## src/rtl/fpu_pkg.sv

```systemverilog
// Shared FPU issue-control definitions: op codes, FSM encoding, ring entry and helpers.
package fpu_pkg;

  localparam logic [1:0] FC_ADD  = 2'b00;
  localparam logic [1:0] FC_MUL  = 2'b01;
  localparam logic [1:0] FC_DIV  = 2'b10;
  localparam logic [1:0] FC_SQRT = 2'b11;

  localparam int unsigned RESV_DEPTH = 32;
  localparam int unsigned NUM_FREG   = 32;
  localparam int unsigned REG_W      = 5;
  localparam int unsigned LAT_W      = 5;
  localparam int unsigned PERF_W     = 16;

  typedef enum logic [1:0] {
    IDLE = 2'b00,
    DIV  = 2'b01,
    SQRT = 2'b10
  } fsm_state_t;

  typedef struct packed {
    logic             v;
    logic [REG_W-1:0] fd;
  } resv_entry_t;

  // Saturating event counter step.
  function automatic logic [PERF_W-1:0] sat_inc(input logic [PERF_W-1:0] val, input logic en);
    return (en && (val != '1)) ? val + PERF_W'(1) : val;
  endfunction

endpackage

```

## src/rtl/fpu_issue_ctrl_if.sv

```systemverilog
// ID-stage to FPU issue-control handshake: decoded request in, issue/stall/writeback status out.
interface fpu_issue_ctrl_if;

  logic                         req_valid;
  logic [2:0]                   req_fc;
  logic [fpu_pkg::REG_W-1:0]    req_fs;
  logic [fpu_pkg::REG_W-1:0]    req_ft;
  logic [fpu_pkg::REG_W-1:0]    req_fd;
  logic                         req_use_fs;
  logic                         req_use_ft;
  logic                         req_wf;
  logic                         req_ready;
  logic                         stall_raw;
  logic                         stall_struct;
  logic                         wb_valid;
  logic [fpu_pkg::REG_W-1:0]    wb_fd;
  logic                         unit_busy;
  logic [fpu_pkg::PERF_W-1:0]   perf_issued;
  logic [fpu_pkg::PERF_W-1:0]   perf_raw;
  logic [fpu_pkg::PERF_W-1:0]   perf_struct;

  modport master (
    output req_valid, req_fc, req_fs, req_ft, req_fd, req_use_fs, req_use_ft, req_wf,
    input  req_ready, stall_raw, stall_struct, wb_valid, wb_fd, unit_busy,
    input  perf_issued, perf_raw, perf_struct
  );

  modport slave (
    input  req_valid, req_fc, req_fs, req_ft, req_fd, req_use_fs, req_use_ft, req_wf,
    output req_ready, stall_raw, stall_struct, wb_valid, wb_fd, unit_busy,
    output perf_issued, perf_raw, perf_struct
  );

endinterface

```

## src/rtl/fpu_resv_ring.sv

```systemverilog
// Writeback-slot reservation ring: shifts toward index 0 every cycle, index 0 is the retiring slot.
module fpu_resv_ring
  import fpu_pkg::*;
(
  input  logic             clk,
  input  logic             clrn,
  input  logic             wr_en,
  input  logic [LAT_W-1:0] wr_idx,
  input  logic [REG_W-1:0] wr_fd,
  input  logic [LAT_W-1:0] chk_idx,
  output logic             slot_busy_c,
  output logic             wb_valid,
  output logic [REG_W-1:0] wb_fd
);

  resv_entry_t ring [RESV_DEPTH];

  // Shift down one slot per cycle; a new reservation lands after the shift.
  always_ff @(posedge clk or negedge clrn) begin
    if (!clrn) begin
      for (int unsigned i = 0; i < RESV_DEPTH; i++) ring[i] <= '0;
    end else begin
      for (int unsigned i = 0; i < RESV_DEPTH - 1; i++) ring[i] <= ring[i+1];
      ring[RESV_DEPTH-1] <= '0;
      if (wr_en) ring[wr_idx] <= resv_entry_t'({1'b1, wr_fd});
    end
  end

  // chk_idx is the entry that will occupy wr_idx after the next shift.
  assign slot_busy_c = ring[chk_idx].v;
  assign wb_valid    = ring[0].v;
  assign wb_fd       = ring[0].fd;

endmodule

```

## src/rtl/fpu_issue_ctrl.sv

```systemverilog
// In-order FP issue controller: register scoreboard, writeback-slot ring and div/sqrt occupancy.
// Optional FPU_ISSUE_PERF_EN adds saturating issue/stall counters.
module fpu_issue_ctrl
  import fpu_pkg::*;
#(
  parameter int unsigned PIPE_LAT = 4,
  parameter int unsigned DIV_LAT  = 12,
  parameter int unsigned SQRT_LAT = 16
) (
  input  logic           clk,
  input  logic           clrn,
  fpu_issue_ctrl_if.slave bus
);

  localparam logic [LAT_W-1:0] PIPE_L = LAT_W'(PIPE_LAT);
  localparam logic [LAT_W-1:0] DIV_L  = LAT_W'(DIV_LAT);
  localparam logic [LAT_W-1:0] SQRT_L = LAT_W'(SQRT_LAT);

  logic [NUM_FREG-1:0] pend;
  logic [NUM_FREG-1:0] pend_set;
  logic [NUM_FREG-1:0] pend_clr;
  logic [LAT_W-1:0]    lat;
  logic                raw;
  logic                waw;
  logic                strct;
  logic                hazard;
  logic                issue;
  logic                slot_busy_c;
  logic                ring_wb_valid;
  logic [REG_W-1:0]    ring_wb_fd;
  fsm_state_t          state;
  logic [LAT_W-1:0]    cnt;
  logic                busy;
  logic                unused_fc_sub;

  assign unused_fc_sub = bus.req_fc[0];

  // Issue-to-writeback latency of the presented op.
  always_comb begin
    lat = PIPE_L;
    case (bus.req_fc[2:1])
      FC_DIV:  lat = DIV_L;
      FC_SQRT: lat = SQRT_L;
      default: lat = PIPE_L;
    endcase
  end

  // Hazard detection and issue decision.
  always_comb begin
    raw    = (bus.req_use_fs & pend[bus.req_fs]) | (bus.req_use_ft & pend[bus.req_ft]);
    waw    = bus.req_wf & pend[bus.req_fd];
    strct  = (bus.req_fc[2] & busy) | (bus.req_wf & slot_busy_c);
    hazard = raw | waw;
    issue  = bus.req_valid & ~hazard & ~strct;
  end

  assign bus.req_ready    = issue;
  assign bus.stall_raw    = bus.req_valid & hazard;
  assign bus.stall_struct = bus.req_valid & strct & ~hazard;

  fpu_resv_ring u_ring (
    .clk        (clk),
    .clrn       (clrn),
    .wr_en      (issue & bus.req_wf),
    .wr_idx     (lat - LAT_W'(1)),
    .wr_fd      (bus.req_fd),
    .chk_idx    (lat),
    .slot_busy_c(slot_busy_c),
    .wb_valid   (ring_wb_valid),
    .wb_fd      (ring_wb_fd)
  );

  assign bus.wb_valid = ring_wb_valid;
  assign bus.wb_fd    = ring_wb_fd;

  // Scoreboard: set on issue, cleared when the register retires.
  always_comb begin
    pend_set = (issue & bus.req_wf) ? (NUM_FREG'(1) << bus.req_fd) : '0;
    pend_clr = ring_wb_valid ? (NUM_FREG'(1) << ring_wb_fd) : '0;
  end

  always_ff @(posedge clk or negedge clrn) begin
    if (!clrn) pend <= '0;
    else       pend <= (pend & ~pend_clr) | pend_set;
  end

  // Div/sqrt occupancy: busy for L-1 cycles after issue, free again in the writeback cycle.
  always_ff @(posedge clk or negedge clrn) begin
    if (!clrn) begin
      state <= IDLE;
      cnt   <= '0;
      busy  <= 1'b0;
    end else begin
      case (state)
        IDLE: begin
          if (issue && bus.req_fc[2]) begin
            state <= bus.req_fc[1] ? SQRT : DIV;
            cnt   <= lat - LAT_W'(2);
            busy  <= 1'b1;
          end
        end
        DIV, SQRT: begin
          if (cnt == '0) begin
            state <= IDLE;
            busy  <= 1'b0;
          end else begin
            cnt <= cnt - LAT_W'(1);
          end
        end
        default: begin
          state <= IDLE;
          busy  <= 1'b0;
        end
      endcase
    end
  end

  assign bus.unit_busy = busy;

`ifdef FPU_ISSUE_PERF_EN
  logic [PERF_W-1:0] issued_q;
  logic [PERF_W-1:0] raw_q;
  logic [PERF_W-1:0] struct_q;

  always_ff @(posedge clk or negedge clrn) begin
    if (!clrn) begin
      issued_q <= '0;
      raw_q    <= '0;
      struct_q <= '0;
    end else begin
      issued_q <= sat_inc(issued_q, issue);
      raw_q    <= sat_inc(raw_q, bus.stall_raw);
      struct_q <= sat_inc(struct_q, bus.stall_struct);
    end
  end

  assign bus.perf_issued = issued_q;
  assign bus.perf_raw    = raw_q;
  assign bus.perf_struct = struct_q;
`else
  assign bus.perf_issued = '0;
  assign bus.perf_raw    = '0;
  assign bus.perf_struct = '0;
`endif

endmodule
```

## src/flat_wrapper.sv

```systemverilog
// flat-port wrapper written by rule: the top's interface ports become plain ports
module fpu_issue_ctrl_flat import fpu_pkg::*;
#(
  parameter int unsigned PIPE_LAT = 4,
  parameter int unsigned DIV_LAT  = 12,
  parameter int unsigned SQRT_LAT = 16
)
  (clk, clrn, bus_req_valid, bus_req_fc, bus_req_fs, bus_req_ft, bus_req_fd, bus_req_use_fs, bus_req_use_ft, bus_req_wf, bus_req_ready, bus_stall_raw, bus_stall_struct, bus_wb_valid, bus_wb_fd, bus_unit_busy, bus_perf_issued, bus_perf_raw, bus_perf_struct);
  fpu_issue_ctrl_if bus_i ();
  input  logic clk;
  input  logic clrn;
  input wire logic [$bits(bus_i.req_valid)-1:0] bus_req_valid;
  input wire logic [$bits(bus_i.req_fc)-1:0] bus_req_fc;
  input wire logic [$bits(bus_i.req_fs)-1:0] bus_req_fs;
  input wire logic [$bits(bus_i.req_ft)-1:0] bus_req_ft;
  input wire logic [$bits(bus_i.req_fd)-1:0] bus_req_fd;
  input wire logic [$bits(bus_i.req_use_fs)-1:0] bus_req_use_fs;
  input wire logic [$bits(bus_i.req_use_ft)-1:0] bus_req_use_ft;
  input wire logic [$bits(bus_i.req_wf)-1:0] bus_req_wf;
  output wire logic [$bits(bus_i.req_ready)-1:0] bus_req_ready;
  output wire logic [$bits(bus_i.stall_raw)-1:0] bus_stall_raw;
  output wire logic [$bits(bus_i.stall_struct)-1:0] bus_stall_struct;
  output wire logic [$bits(bus_i.wb_valid)-1:0] bus_wb_valid;
  output wire logic [$bits(bus_i.wb_fd)-1:0] bus_wb_fd;
  output wire logic [$bits(bus_i.unit_busy)-1:0] bus_unit_busy;
  output wire logic [$bits(bus_i.perf_issued)-1:0] bus_perf_issued;
  output wire logic [$bits(bus_i.perf_raw)-1:0] bus_perf_raw;
  output wire logic [$bits(bus_i.perf_struct)-1:0] bus_perf_struct;
  assign bus_i.req_valid = bus_req_valid;
  assign bus_i.req_fc = bus_req_fc;
  assign bus_i.req_fs = bus_req_fs;
  assign bus_i.req_ft = bus_req_ft;
  assign bus_i.req_fd = bus_req_fd;
  assign bus_i.req_use_fs = bus_req_use_fs;
  assign bus_i.req_use_ft = bus_req_use_ft;
  assign bus_i.req_wf = bus_req_wf;
  assign bus_req_ready = bus_i.req_ready;
  assign bus_stall_raw = bus_i.stall_raw;
  assign bus_stall_struct = bus_i.stall_struct;
  assign bus_wb_valid = bus_i.wb_valid;
  assign bus_wb_fd = bus_i.wb_fd;
  assign bus_unit_busy = bus_i.unit_busy;
  assign bus_perf_issued = bus_i.perf_issued;
  assign bus_perf_raw = bus_i.perf_raw;
  assign bus_perf_struct = bus_i.perf_struct;
  fpu_issue_ctrl #(.PIPE_LAT(PIPE_LAT), .DIV_LAT(DIV_LAT), .SQRT_LAT(SQRT_LAT)) u_core (.clk(clk), .clrn(clrn), .bus(bus_i));
endmodule
```

## config.mk

```make
export PLATFORM = sky130hd
export DESIGN_NAME = fpu_issue_ctrl_flat
export DESIGN_NICKNAME = d
export VERILOG_FILES = /design/src/rtl/fpu_pkg.sv /design/src/rtl/fpu_issue_ctrl_if.sv /design/src/rtl/fpu_resv_ring.sv /design/src/rtl/fpu_issue_ctrl.sv /design/src/flat_wrapper.sv
export SDC_FILE = /design/constraint.sdc
export NUM_CORES = 1
export LEC_CHECK = 0
export BUFFER_PORTS_ARGS = -buffer_cell sky130_fd_sc_hd__clkbuf_2
export CORE_MARGIN = 1
export CORE_UTILIZATION = 60
export CTS_BUF_LIST = sky130_fd_sc_hd__clkbuf_8
export CTS_CLUSTER_SIZE = 40
export DETAILED_ROUTE_END_ITERATION = 12
export PLACE_DENSITY = 0.88
export SLEW_MARGIN = 40
export SYNTH_ARGS = -nofsm -noshare
export SYNTH_HDL_FRONTEND = slang
export SYNTH_SLANG_ARGS = --single-unit
```

## constraint.sdc

```tcl
create_clock -name clk -period 3.3 [get_ports clk]
set_clock_uncertainty 0.05 [all_clocks]
set_input_delay 0.66 -clock clk [delete_from_list [all_inputs] [get_ports clk]]
set_output_delay 0.66 -clock clk [all_outputs]
set_load 0.02 [all_outputs]
```

# == Word level (Yosys, flattened, before mapping) ==
# Index checks and enable logic that the tools add are counted.
# totals
ff_bits,232
latchBits,0
mem_bits_rw,0
mem_bits_ro,0
inputBits,24
elab_cells,141
memories,0
# op_classes
add_sub_neg,3
multipliers,0
div_mod_pow,0
n_lt_le_gt_ge,6
eq_ne,7
shift,2
mux,26
bitwise,21
n_reduce_logical,8
# ops
cell,n
192-bit bitwise mux,1
192-bit 2-to-1 mux,1
32-bit 2-to-1 mux,2
"1-bit by 5-bit << shifter with 32-bit output, first input constant",2
32-bit AND,1
32-bit NOT,1
32-bit bitwise OR,1
6-bit binary-select mux with 5-bit select,1
6-bit demux with 5-bit select,1
5-bit case mux with 2 select lines,2
"5-bit by 6-bit less-than comparator with 1-bit output, second input constant",3
6-bit 2-to-1 mux,3
1-bit binary-select mux with 5-bit select,3
"6-bit greater-or-equal comparator, second input constant",2
5-bit NOT with 6-bit output,2
1-bit AND,11
5-bit 2-to-1 mux,2
"5-bit by 1-bit subtractor with 5-bit output, second input constant",2
"2-bit equality test, second input constant",3
"6-bit by 1-bit less-than comparator with 1-bit output, second input constant",1
2-bit 2-to-1 mux,3
5-bit zero test,1
1-bit 2-to-1 mux,5
"5-bit by 2-bit subtractor with 5-bit output, second input constant",1
13 further kinds,18

# == Depth between registers and ports, before layout ==
# Gate-level depths: netlist of the first run.
# depth
word_depth,13
mapped_depth,10
ltp_nobuf,7

# == Modules after synthesis ==
# From an unflattened synthesis of the first run, not the netlist that was laid out.
# hier_totals
cells_unflattened,807
area_unflattened_um2,10790.3
# by_module_without_submodules
module,n_inst,cells_each,area_per_inst_um2,seq_area_each_um2
fpu_resv_ring,1,493,7440.9,4804.6
fpu_issue_ctrl,1,314,3349.5,1001.0

# == Least setup slack after synthesis of the first run ==
# Ideal clock, no wire load.
# synth_timing
kind,input -> output
startpoint,input bus_req_fd[1]
endpoint,output bus_stall_struct
t_arrival_ns,2.827
required_time_ns,2.590
path_slack_ns,-0.237
stages,7
n_path_buf,2
path_cell_list,buf_2 buf_1 mux4_2 mux4_2 o211ai_2 nand3_1 nor3b_1
# synth_between
elab_chain_len,6
# synth_rtl
element,line_no,text
"start, declared",flat_wrapper.sv:16,input wire logic [$bits(bus_i.req_fd)-1:0] bus_req_fd;
1-bit binary-select mux with 5-bit select,fpu_issue_ctrl.sv:51,waw = bus.req_wf & pend[bus.req_fd];
1-bit 2-to-1 mux (not written as such),fpu_issue_ctrl.sv:51,
1-bit AND,fpu_issue_ctrl.sv:51,
1-bit bitwise OR,fpu_issue_ctrl.sv:53,hazard = raw | waw;
1-bit NOT,fpu_issue_ctrl.sv:59,assign bus.stall_struct = bus.req_valid & strct & ~hazard;
1-bit AND,fpu_issue_ctrl.sv:59,
"end, declared",flat_wrapper.sv:22,output wire logic [$bits(bus_i.stall_struct)-1:0] bus_stall_struct;
# No other way between the ends. The select of a mux whose other input is x is not followed.

# == Final worst setup path of the first run ==
# layout_timing
startpoint,register u_core.pend[4]
endpoint,output bus_stall_struct
# layout_between
elab_chain_len,7
word_cells_on_any_way,13
# layout_rtl
element,line_no,text
"start, declared",fpu_issue_ctrl.sv:19,logic [NUM_FREG-1:0] pend;
"start signal, assigned",fpu_issue_ctrl.sv:84,else pend <= (pend & ~pend_clr) | pend_set;
1-bit binary-select mux with 5-bit select,fpu_issue_ctrl.sv:50,raw = (bus.req_use_fs & pend[bus.req_fs]) | (bus.req_use_ft & pend[bus.req_ft]);
1-bit 2-to-1 mux (not written as such),fpu_issue_ctrl.sv:50,
1-bit AND,fpu_issue_ctrl.sv:50,
1-bit bitwise OR,fpu_issue_ctrl.sv:50,
1-bit bitwise OR *,fpu_issue_ctrl.sv:53,
1-bit NOT *,fpu_issue_ctrl.sv:59,
1-bit AND *,fpu_issue_ctrl.sv:59,
# Mark *: on every way between the ends. The rest lies on a longest branch, timed or not. The select of a mux whose other input is x is not followed.

==> run metrics, run 1 <==
outcome finished, violations left; violated checks negative setup slack; Synth top area share 0.698; reg-to-reg setup timing slack between 0.3 and 0.4 ns; number of flops mapped to enable cells by yosys 0; Critical Path Fanout Max 4; Util after Layout 0.700; register bit total from synthesis ~230; CTS clk-pin slew, worst paths around 0.06 ns; ys async rst share 1.00; final hold slack 0.100 ns; GRT Overall Usage 0.221; Avg Inst Size Synth around 15 sq um; Pre-antenna DRT Iters 4; grt ovf 0; clock latency at the later pin of the worst-skew pair just over 0.5 ns; largest net degree at the start of global routing between 90 and 100; type of origin of the critical path flop; cell taking the most area after synthesis dfrtp_1; DRT iter0 DRCs approximately 450; total power 6210 uW; ys flop type dfrtp_1; first-pass GRT wire length approximately 24 mm; DR DRC count 0; gate count after technology mapping between 500 and 600; IO Count between 80 and 90; most common cell after layout, fill and taps aside dfrtp_1; reg-to-reg endpoint u_core.u_ring.ring[124]; Lkg Pwr roughly 0.0042 uW; final net count between 600 and 700; Worst VDD drop between 400 and 500 uV; initial antenna violation count 1; finished layout cell area ~0.0094 sq mm; Final setup viols 1; RD Place Congestion about 0.89; total CTS buffers 36; row cnt 42; Slew headroom 0.512; Initial Utilization 0.620; Hold-fix buffers, CTS 0; Routed WL roughly 15 mm; Final HPWL DP 9.46 mm; wire per inst between 15 and 20 microns; Area contributors post-synth dfrtp_1 70%, mux4_2 6.2%, buf_4 4.8%, mux2_2 2.6%, o31ai_1 2.3%; Yosys cell types 47; post-synthesis sequential area ratio 0.698; highest-count cells in the layout ignoring fill and taps 232 x dfrtp_1, 54 x conb_1, 45 x clkbuf_8; Worst Max-Slew Pin Slew between 0.7 and 0.8 ns; vias in the first global route ~4600; max cap viols 0; Die Width roughly 120 microns; # fillers slightly below 900; worst reg-to-reg path cell count 9; Hold Violations, Final 0; Final ANT Viol Nets 0; fraction of layout cells with a size suffix above 1 0.274; DIE AREA 0.0143 sq mm; minimum clock period approximately 3.3 ns; RSZ-0062 raised after global routing yes; clock root buffer clkbuf_8; R2R Path Start u_core.pend[4]; Final period util 1.01; Placed Instance Area roughly 0.0085 sq mm; Worst Path Arrival around 2.6 ns; Final Slew Violations 0; input/output buffers 32; routed vias roughly 4500; worst setup margin -0.0230 ns; Warnings, synthesis 0; Worst Hold Class in2async; PwrDens between 600 and 700 mW/mm^2; required time worst endpoint roughly 2.6 ns; synthesis-to-layout area growth 12.8%; Clock Path Buffers 3; WS Path Type reg2out; Core ar. roughly 0.013 sq mm; FMAX between 0.3 and 0.4 GHz; Syn Std Cell Area a little over 0.008 sq mm; Sink Count between 200 and 250; Via density roughly 5.4; CTS tree yes; Worst setup EP type output pin; chip height 120 microns; CTS H-tree depth 2
[cells by family after synthesis]
kind of cell    synth area share
buf+inv                   0.0744
compound gates            0.0725
mux                        0.100
fa+ha+maj                0.00452
other cells             0.000451
simple gates              0.0497
flops                      0.698
[synth_stat cells, types with 2 or more instances]
cell type,instances
mux4_2,23
a22oi_1,3
buf_2,5
o31ai_1,26
o22ai_1,2
mux2_2,19
a31oi_1,5
nor2_1,13
nand2_1,15
dfrtp_1,232
a32o_1,2
buf_1,6
ha_1,3
clkbuf_1,34
or2_2,4
o21ai_1,8
nand3_1,8
nand3b_1,7
nor2b_1,4
or3_1,2
and3_1,2
mux2i_1,10
buf_4,53
nand2b_1,6
a2bb2oi_1,2
inv_1,12
o21ai_0,36
or3b_2,2
[power by group]
group | switching, uW | internal [uW] | leakage, uW
sequential | 135 | 3070 | 0.00266
combinational | 415 | 324 | 0.00109
clock | 1050 | 1220 | 0.000412
[stage by stage]
step           worst slack (ns)  std cells  setup TNS, ns
5_1_grt                 -0.0946        825         -0.153
3_5_place_dp            -0.0799        745         -0.181
4_1_cts                 -0.0469        821        -0.0650
2_1_floorplan            0.0425        616              0
6_report                -0.0230        826        -0.0230
3_3_place_gp            -0.0399        745        -0.0493
[how the worst max path moves through the flow]
stage | start | endpoint
after floorplan | bus_req_fd[0] | bus_stall_struct
after global placement | bus_req_fd[0] | bus_stall_struct
after detailed placement | bus_req_fd[0] | bus_stall_struct
after CTS | u_core.pend[4] | bus_stall_struct
after global routing | u_core.pend[4] | bus_stall_struct
final | u_core.pend[4] | bus_stall_struct
[sequential cells by signal (all words and copies together) (netlist names)]
register,count
u_core.cnt,5
u_core.u_ring.wb_valid,1
u_core.state,2
u_core.pend,32
u_core.u_ring.ring,186
u_core.bus.unit_busy,1
u_core.u_ring.wb_fd,5
[worst max-delay path, stage by stage (launching register included)]
cell and delay [ns]:
dfrtp_1 0.43, mux4_2 0.46, mux4_2 0.51, o211ai_4 0.23
nand3_4 0.12, nor3b_4 0.18, clkbuf_8 0.17
[timing repair]
item                       in CTS  in global routing
pin swaps                       2                  2
resized for setup               3                  7
setup endpoints to repair       3                  3
hold endpoints to repair        0                  0
buffers inserted               11                  4
[cell type report]
| cell class | count | area (sq um) | share of cell area |
|---|---|---|---|
| Sequential cell | 232 | 5810 | 0.619 |
| Multi-Input combinational cell | 274 | 2130 | 0.228 |
| Clock buffer | 44 | 606 | 0.0646 |
| Timing Repair Buffer | 66 | 462 | 0.0492 |
| Tap cell | 176 | 220 | 0.0235 |
| Clock inverter | 21 | 105 | 0.0112 |
| Inverter | 12 | 45.0 | 0.00480 |
| Antenna cell | 1 | 2.50 | 0.000267 |
[routing by layer]
metal  GRT usage  wire, microns  up-vias  part of all wire
li1            -              -     1957                 -
met1       0.294           6150     2325              0.42
met2       0.358           7450      165              0.51
met3      0.0428            799       26             0.054
met4      0.0992            317        0             0.022
met5           0              0        -                 0
No activity file was read; power rests on OpenSTA's default activity.
==> run 2, diff against run 1 <==
- CORE_MARGIN: 1 -> 4
- CORE_UTILIZATION: 60 -> 30
- PLACE_DENSITY: 0.88 -> 0.53
- SKIP_LAST_GASP: not set -> 1
==> run metrics, run 2 (synthesis gave the netlist of run 1 again) <==
reg-to-reg setup timing slack around 0.4 ns; minimum clock period 3.36 ns; FMAX between 0.2 and 0.3 GHz; Worst VDD drop ~310 uV; final net count 641; Clock Path Buffers 3; most common cell after layout, fill and taps aside dfrtp_1; worst reg-to-reg path cell count 7; worst setup margin -0.0633 ns; Core ar. roughly 0.027 sq mm; type of origin of the critical path flop; Ant. Diodes 0; Slowest-stage cell, CP mux4_2; Largest regs u_core.u_ring.ring: 186 flops, u_core.pend: 32 flops; cell mode on critical path mux4_2; max cap viols 0; CTS clk-pin slew, worst paths around 0.06 ns; outcome finished, violations left; row cnt 60; Via density around 4.4; PwrDens around 660 mW/mm^2; Worst Max-Slew Pin Slew just under 0.6 ns; clock root buffer clkbuf_8; DIE AREA 0.0304 sq mm; total CTS buffers 38; Final HPWL DP between 9 and 10 mm; max incr delay on CP roughly 0.54 ns; clock latency at the later pin of the worst-skew pair between 0.5 and 0.6 ns; finished layout cell area around 0.0096 sq mm; IO Count 82; largest net degree at the start of global routing 101; Die Width roughly 170 microns; GRT Overall Usage 0.101; input/output buffers 32; Lkg Pwr 0.00416 uW; reg-to-reg endpoint u_core.pend[1]; Routed WL around 15 mm; Hold Violations, Final 0; required time worst endpoint 2.59 ns; vias in the first global route ~4800; DR DRC count 0; violated checks negative setup slack; chip height 174 microns; worst hold start u_core.u_ring.ring[160]; WS Path Type reg2out; Final setup viols 2; fraction of layout cells with a size suffix above 1 0.256; R2R Path Start u_core.pend[20]; Worst setup EP type output pin; CTS tree yes; initial antenna violation count 0; Slew headroom 0.609; grt ovf 0; Sink Count approximately 230; RSZ-0062 raised after global routing yes; Final Slew Violations 0; Placed Instance Area 0.00875 sq mm; routed vias ~4500; synthesis-to-layout area growth 15.8%; final cell count without fillers a little over 1000; Worst Path Arrival roughly 2.7 ns; wire per inst about 15 microns; max reg flops ~190; RD Place Congestion about 0.85; register with the most flip-flops u_core.u_ring.ring; crit path cell chain mux4_2 -> mux4_2 -> o211ai_4 -> nand3_4 -> nor3b_4 -> buf_4; Placed Instances between 900 and 1000; first-pass GRT wire length about 25 mm; total power 6380 uW; Worst Hold Class reg2reg; CTS H-tree depth 2; highest-count cells in the layout ignoring fill and taps 232 x dfrtp_1, 54 x conb_1, 48 x clkbuf_8; Final ANT Viol Nets 0; Initial Utilization 0.307; # fillers around 2600; Hold EP u_core.u_ring.ring[166]; Pre-antenna DRT Iters 4; Hold Crit Depth 0; Final period util 1.02; DRT iter0 DRCs ~310; Critical Path Fanout Max 4
## run 2: repair_timing
item                                    CTS  global route
gates cloned                              0             0
hold buffers                              0             1
gates resized for setup                   6             3
pin swaps                                 2             0
setup buffers                             2             0
hold endpoints to repair                  0            31
endpoints found under the setup margin    3             3
## run 2: worst max path at each step
stage,start,endpoint,slack (ns)
after floorplan,bus_req_fd[0],bus_stall_struct,0.04
after global placement,bus_req_fd[0],bus_stall_struct,-0.08
after detailed placement,bus_req_fd[0],bus_stall_struct,-0.11
after CTS,u_core.pend[20],bus_stall_struct,-0.13
after global routing,u_core.pend[23],bus_stall_struct,-0.18
final,u_core.pend[20],bus_stall_struct,-0.06
## run 2: per-layer routing
metal,track usage,part of all wire,vias up
met1,0.126,0.41,2303
met3,0.0287,0.072,38
li1,-,-,1943
met4,0.0455,0.027,0
met2,0.163,0.49,171
met5,0,0,-
## run 2: critical path, delay by kind of cell (launching register included)
| family | cells | cell delay, ns |
|---|---|---|
| mux | 2 | 1.00 |
| flops | 1 | 0.43 |
| simple gates | 2 | 0.31 |
| compound gates | 1 | 0.23 |
| buf+inv | 1 | 0.16 |
## run 2: cell type report
class	instances	area, sq um	share of cell area
flip-flops and latches	232	5810	0.603
multi-input cells	274	2120	0.221
clock buffers	46	633	0.0658
well taps	372	465	0.0483
repair buffers	56	405	0.0421
clock inverters	21	149	0.0155
inverters	12	45.0	0.00468
## run 2: power by group
part	internal, uW	switching (uW)	total [uW]
Clock	1420	1060	2480
Sequential	3070	146	3210
Combinational	293	391	684
## run 2: per-stage QoR
stage | worst slack (ns) | utilization | setup TNS (ns) | hold WS (ns)
global placement | -0.0775 | 0.323 | -0.119 | 0.281
detailed placement | -0.107 | 0.323 | -0.285 | 0.285
finish | -0.0633 | 0.355 | -0.0994 | 0.273
floorplan | 0.0425 | - | 0 | 0.281
CTS | -0.126 | 0.353 | -0.208 | 0.121
global route | -0.182 | 0.355 | -0.397 | 0.290
